$ cat src/rtl/vga_pkg.sv
// Shared defaults and the timing-config bundle for the VGA timing generator.
// The config struct is sized at CW_DEF; instances with CW <= CW_DEF fit in it.
package vga_pkg;

  localparam int CW_DEF = 12;
  localparam int FW_DEF = 16;

  typedef struct packed {
    logic [CW_DEF-1:0] hSyncStart;
    logic [CW_DEF-1:0] hBpStart;
    logic [CW_DEF-1:0] hVisStart;
    logic [CW_DEF-1:0] hEnd;
    logic [CW_DEF-1:0] vSyncStart;
    logic [CW_DEF-1:0] vBpStart;
    logic [CW_DEF-1:0] vVisStart;
    logic [CW_DEF-1:0] vEnd;
    logic              hPol;
    logic              vPol;
  } vga_cfg_t;

endpackage

$ cat src/rtl/vga_timing_gen_if.sv
// vga_axis_if: one axis counter's timing points in, count/decode out.
// vga_timing_gen_if: the generator's video/irq output bundle.
interface vga_axis_if
  import vga_pkg::*;
#(
  parameter int CW = CW_DEF
);
  logic          adv;
  logic [CW-1:0] syncStart;
  logic [CW-1:0] bpStart;
  logic [CW-1:0] visStart;
  logic [CW-1:0] endPt;
  logic [CW-1:0] cnt;
  logic          atEnd;
  logic          inSync;
  logic          inVis;

  modport master (
    output adv, syncStart, bpStart, visStart, endPt,
    input  cnt, atEnd, inSync, inVis
  );

  modport slave (
    input  adv, syncStart, bpStart, visStart, endPt,
    output cnt, atEnd, inSync, inVis
  );
endinterface


$ cat src/rtl/vga_axis_counter.sv
// One timing axis: counts 0..endPt on each advance strobe, then wraps.
// Ports: i_clk, i_reset (sync, high), ax (slave): points in, cnt/decode out.
module vga_axis_counter
  import vga_pkg::*;
#(
  parameter int CW = CW_DEF
) (
  input logic     i_clk,
  input logic     i_reset,
  vga_axis_if.slave ax
);

  always_ff @(posedge i_clk) begin
    if (i_reset) begin
      ax.cnt <= '0;
    end else if (ax.adv) begin
      ax.cnt <= ax.atEnd ? '0 : ax.cnt + CW'(1);
    end
  end

  // A start >= stop window is empty, so degenerate sync needs no
  // special case; likewise visStart > endPt is never reached.
  always_comb begin
    ax.atEnd  = (ax.cnt == ax.endPt);
    ax.inSync = (ax.cnt >= ax.syncStart) &&
                (ax.cnt <  ax.bpStart);
    ax.inVis  = (ax.cnt >= ax.visStart);
  end

endmodule

$ cat src/rtl/vga_timing_gen.sv
// Programmable VGA timing generator with shadowed config, line/frame irqs.
// Ports: i_clk, i_reset, i_ce, timing points/pols/irq line in; syncs, de, x/y, irqs, frame count out.
module vga_timing_gen
  import vga_pkg::*;
#(
  parameter int CW = CW_DEF,
  parameter int FW = FW_DEF
) (
  input  logic          i_clk,
  input  logic          i_reset,
  input  logic          i_ce,
  input  logic [CW-1:0] i_h_sync_start,
  input  logic [CW-1:0] i_h_bp_start,
  input  logic [CW-1:0] i_h_vis_start,
  input  logic [CW-1:0] i_h_end,
  input  logic [CW-1:0] i_v_sync_start,
  input  logic [CW-1:0] i_v_bp_start,
  input  logic [CW-1:0] i_v_vis_start,
  input  logic [CW-1:0] i_v_end,
  input  logic          i_h_pol,
  input  logic          i_v_pol,
  input  logic [CW-1:0] i_irq_line,
  output logic          o_hsync,
  output logic          o_vsync,
  output logic          o_de,
  output logic [CW-1:0] o_x,
  output logic [CW-1:0] o_y,
  output logic          o_line_irq,
  output logic          o_frame_irq,
  output logic [FW-1:0] o_frame_cnt
);

  vga_cfg_t      cfgIn;
  vga_cfg_t      cfg;
  logic [CW-1:0] irqLine;
  logic          frameEnd;
  logic          lineHit;
  logic          deNext;

  vga_axis_if #(.CW(CW)) hAx ();
  vga_axis_if #(.CW(CW)) vAx ();

  always_comb begin
    cfgIn            = '0;
    cfgIn.hSyncStart = CW_DEF'(i_h_sync_start);
    cfgIn.hBpStart   = CW_DEF'(i_h_bp_start);
    cfgIn.hVisStart  = CW_DEF'(i_h_vis_start);
    cfgIn.hEnd       = CW_DEF'(i_h_end);
    cfgIn.vSyncStart = CW_DEF'(i_v_sync_start);
    cfgIn.vBpStart   = CW_DEF'(i_v_bp_start);
    cfgIn.vVisStart  = CW_DEF'(i_v_vis_start);
    cfgIn.vEnd       = CW_DEF'(i_v_end);
    cfgIn.hPol       = i_h_pol;
    cfgIn.vPol       = i_v_pol;
  end

  assign frameEnd = i_ce & hAx.atEnd & vAx.atEnd;
  assign lineHit  = i_ce & hAx.atEnd &
                    (vAx.cnt == irqLine);

  // Shadow reloads only on the last count of a frame, so the
  // counters wrap to (0,0) with the old bounds and the new
  // config governs the whole next frame.
  always_ff @(posedge i_clk) begin
    if (i_reset || frameEnd) begin
      cfg     <= cfgIn;
      irqLine <= i_irq_line;
    end
  end

  assign hAx.adv       = i_ce;
  assign hAx.syncStart = CW'(cfg.hSyncStart);
  assign hAx.bpStart   = CW'(cfg.hBpStart);
  assign hAx.visStart  = CW'(cfg.hVisStart);
  assign hAx.endPt     = CW'(cfg.hEnd);

  assign vAx.adv       = i_ce & hAx.atEnd;
  assign vAx.syncStart = CW'(cfg.vSyncStart);
  assign vAx.bpStart   = CW'(cfg.vBpStart);
  assign vAx.visStart  = CW'(cfg.vVisStart);
  assign vAx.endPt     = CW'(cfg.vEnd);

  vga_axis_counter #(.CW(CW)) uHCnt (
    .i_clk   (i_clk),
    .i_reset (i_reset),
    .ax      (hAx)
  );

  vga_axis_counter #(.CW(CW)) uVCnt (
    .i_clk   (i_clk),
    .i_reset (i_reset),
    .ax      (vAx)
  );

  assign deNext = hAx.inVis & vAx.inVis;

  // Irq pulses clear on every clock so they stay one clock wide
  // even when the following cycles have i_ce low.
  always_ff @(posedge i_clk) begin
    if (i_reset) begin
      o_hsync     <= 1'b0;
      o_vsync     <= 1'b0;
      o_de        <= 1'b0;
      o_x         <= '0;
      o_y         <= '0;
      o_line_irq  <= 1'b0;
      o_frame_irq <= 1'b0;
      o_frame_cnt <= '0;
    end else begin
      o_line_irq  <= lineHit;
      o_frame_irq <= frameEnd;
      if (i_ce) begin
        o_hsync <= cfg.hPol ? hAx.inSync : ~hAx.inSync;
        o_vsync <= cfg.vPol ? vAx.inSync : ~vAx.inSync;
        o_de    <= deNext;
        o_x     <= deNext ? hAx.cnt - hAx.visStart : '0;
        o_y     <= deNext ? vAx.cnt - vAx.visStart : '0;
        if (frameEnd) begin
          o_frame_cnt <= o_frame_cnt + FW'(1);
        end
      end
    end
  end

endmodule

$ cat config.mk
export PLATFORM = sky130hd
export DESIGN_NAME = vga_timing_gen
export DESIGN_NICKNAME = d
export VERILOG_FILES = /design/src/rtl/vga_pkg.sv /design/src/rtl/vga_timing_gen_if.sv /design/src/rtl/vga_axis_counter.sv /design/src/rtl/vga_timing_gen.sv
export SDC_FILE = /design/constraint.sdc
export NUM_CORES = 1
export LEC_CHECK = 0
export CORE_ASPECT_RATIO = 1.5
export CORE_UTILIZATION = 40
export CTS_BUF_LIST = sky130_fd_sc_hd__clkbuf_4 sky130_fd_sc_hd__clkbuf_8
export CTS_CLUSTER_DIAMETER = 120
export DETAILED_ROUTE_END_ITERATION = 8
export GPL_ROUTABILITY_DRIVEN = 0
export HOLD_SLACK_MARGIN = 0.05
export PLACE_DENSITY = 0.64
export SLEW_MARGIN = 20
export SYNTH_ARGS = -nofsm -noshare
export SYNTH_HDL_FRONTEND = slang
export SYNTH_SLANG_ARGS = --single-unit
export TNS_END_PERCENT = 20
$ cat constraint.sdc
create_clock -name i_clk -period 6.6 [get_ports i_clk]
set_input_delay 1.65 -clock i_clk [delete_from_list [all_inputs] [get_ports i_clk]]
set_output_delay 1.65 -clock i_clk [all_outputs]
set_load 0.01 [all_outputs]
==> flow_metrics.tcl <==
set metrics [dict create \
    outcome "finished, final reports clean" \
    arrival_ns 4.32 \
    dieArea_mm2 0.0231 \
    start_util_pct 41.1 \
    die_w_um 124 \
    fmax_mhz 239 \
    cap_violations 0 \
    synth_cell_types 48 \
    wl_met3_um 798 \
    antenna_found_initial 0 \
    grt_max_degree 64 \
    n_antenna_cell 0 \
    synth-edff-count 110 \
    wire_per_inst_um 16.4 \
    crit_type "input port to flip-flop" \
    io_buffers 157 \
    whs_path_depth 2 \
    detail_route.vias_per_cell 5.17 \
    htreeDepth 4 \
    hold_buffers 0 \
    yosys_warnings 0 \
    drt_first_iter_violations 321 \
    final.setup.tns_ns 0 \
    layout_common_cells "clkdlybuf4s50_1 (156), edfxtp_1 (110), inv_1 (82)" \
    start_kind "input port" \
    num_rows 66 \
    drv_slew 0 \
    synth-seq-cells 179 \
    syn-cell-area_mm2 0.00899 \
    async_flop_share_pct 0 \
    coreArea_mm2 0.0219 \
    hold_class "flip-flop to flip-flop" \
    cts_root_buffer "clkbuf_8" \
    critPathMaxFanout 63 \
    cts_setup_buffers 0 \
    die_y_um 186 \
    drive_above_1_share_pct 4.97 \
    track_usage_pct 18.8 \
    wl_met1_um 8400 \
    power.total_mw 2.28 \
    slew_headroom_pct 45.4 \
    rr_worst_depth 6 \
    yosysSeqAreaShare_pct 52.1 \
    netlist_instances 837 \
    worst_slew_pin_slew_ns 0.819 \
    skew_ns 0.0166 \
    total_leakage_power_nw 4.57 \
    cts_buffer_depth 2 \
    first_pass_iters 5 \
    wl_met2_um 11000 \
    rsz0062_at_grt "false" \
    drt-total-wl_um 20900 \
    insertion_delay_ns 0.47 \
    finalSetupViolations 0 \
    synth_nets 1025 \
    period_share_pct 63.5 \
    r2r_end "vAx.bpStart[2]" \
    hold_viol 0 \
    dp_slack_ns 1.91 \
    fin_crit_ns 4.19 \
    grt-ovfl-total 0 \
    rrSetupSlack_ns 3.30 \
    highest_layer "met4" \
    cts_buffers 17 \
    dpl.hpwl_um 15800 \
    cp.required_ns 6.73 \
    hp-start "o_x[10]" \
    min_to "o_x[10]" \
    grt_pass1_vias 6503 \
    drcViolationCount 0 \
    syn_to_final_growth_pct 25.6 \
    ant_nets 0 \
    ys.flop_type "edfxtp_1" \
    ir_worst_vdd_uv 124 \
    endpoint_kind "flip-flop" \
    ios 158 \
    mostFrequentLayoutCell "clkdlybuf4s50_1" \
    cts.sinks 179 \
    clk_pin_slew_ns 0.10 \
    power_density_mw_per_mm2 202 \
    final_util_pct 51.6 \
    cts_tree "yes" \
    layout.nets 1181 \
    setup_slack_ns 2.41 \
    ctsResizeCount 0 \
    syn-mean-instance-area_um2 10.7 \
    vias 6604 \
    rr_startpoint "uVCnt.ax.cnt[7]" \
    grt_first_pass_wirelength_um 33300 \
]
layout make-up:
class / instances / area, um^2
multi-input cells: 547 / 3890
well taps: 272 / 340
clock inverters: 15 / 196
flip-flops and latches: 179 / 4680
inverters: 84 / 318
clock buffers: 17 / 234
repair buffers: 164 / 1620
fillers: 2001 / 10600
worst max-delay path, cell delays in order:
cell	delay [ns]
clkdlybuf4s50_1	0.49
buf_4	0.34
nand2_1	0.13
nor4_2	0.15
buf_4	0.24
a21oi_1	0.14
inv_4	0.61
buf_4	0.49
cell usage after synthesis (2+ instances only):
cell type / number / area, um^2
edfxtp_1: 110 / 3300
inv_1: 83 / 312
ha_1: 73 / 913
dfxtp_1: 69 / 1380
nor2_1: 58 / 218
a21oi_1: 57 / 285
xor2_1: 39 / 342
nand3_1: 31 / 155
xnor2_1: 30 / 263
nand2_1: 29 / 109
nand2b_1: 29 / 181
clkbuf_1: 27 / 101
nand4_1: 25 / 156
o21ai_0: 25 / 125
a21o_1: 15 / 113
nor2b_1: 12 / 75.1
or3_1: 12 / 75.1
nor3_1: 10 / 50.1
and3_1: 9 / 56.3
nand3b_1: 9 / 67.6
a211oi_1: 7 / 52.6
nor4_1: 7 / 43.8
o21a_1: 7 / 52.6
mux2_2: 6 / 67.6
a211o_1: 5 / 43.8
and4_1: 5 / 43.8
o2111ai_1: 5 / 43.8
o211ai_1: 5 / 37.5
o31ai_1: 4 / 30.0
a221oi_1: 3 / 26.3
and2_1: 3 / 18.8
mux2i_1: 3 / 30.0
nor3b_1: 3 / 22.5
o21bai_1: 3 / 22.5
or4_1: 3 / 22.5
a2111oi_0: 2 / 17.5
a31oi_1: 2 / 12.5
fa_1: 2 / 40.0
how the worst max path moves through the flow:
stage | slack, ns | to | start | cells past startpoint
after CTS | 2.42 | vAx.bpStart[1] | i_ce | 8
final | 2.41 | vAx.bpStart[2] | i_ce | 8
after global routing | 2.22 | vAx.bpStart[1] | i_ce | 8
after floorplan | 0.51 | cfg[0] | i_ce | 5
after global placement | 1.99 | irqLine[7] | i_ce | 8
after detailed placement | 1.91 | vAx.endPt[7] | i_ce | 8
registers in the layout, indices dropped and copies added (netlist names):
register,count
o_frame_cnt,16
hAx.bpStart,12
hAx.endPt,12
hAx.syncStart,12
hAx.visStart,12
irqLine,12
o_x,12
o_y,12
uHCnt.ax.cnt,12
uVCnt.ax.cnt,12
vAx.bpStart,12
vAx.endPt,12
vAx.syncStart,12
vAx.visStart,12
cfg,2
o_de,1
o_frame_irq,1
o_hsync,1
o_line_irq,1
o_vsync,1
per-layer routing:
metal  GRT usage [%]  vias up
li1                -     3294
met2            34.6      157
met1            20.9     3115
met5               0        -
met4            8.39        0
met3            3.68       38
through the flow:
step                      instances  hold slack (ns)  cell area (um^2)
after floorplan                 837            0.490              8990
after global placement         1246            0.459             10900
final                          1278            0.482             11300
after detailed placement       1246            0.472             10900
after CTS                      1278            0.487             11300
after global routing           1278            0.506             11300
power breakdown:
part           leakage [nW]  internal, mW  switching (mW)  total (mW)
Clock                 0.213         0.301           0.484       0.785
Combinational          2.73         0.118           0.103       0.221
Sequential             1.63          1.25          0.0239        1.27
Total                  4.57          1.67           0.611        2.28
kinds of logic after synthesis:
kind of cell	synth area share, %
AO/OA/AOI/OAI	10.3
XOR/XNOR	6.72
adder cells (fa/ha/maj)	10.6
buffers and inverters	4.63
flip-flops	52.1
multiplexers	1.09
AND/OR/NAND/NOR	14.5
(Power assumes the default switching activity.)
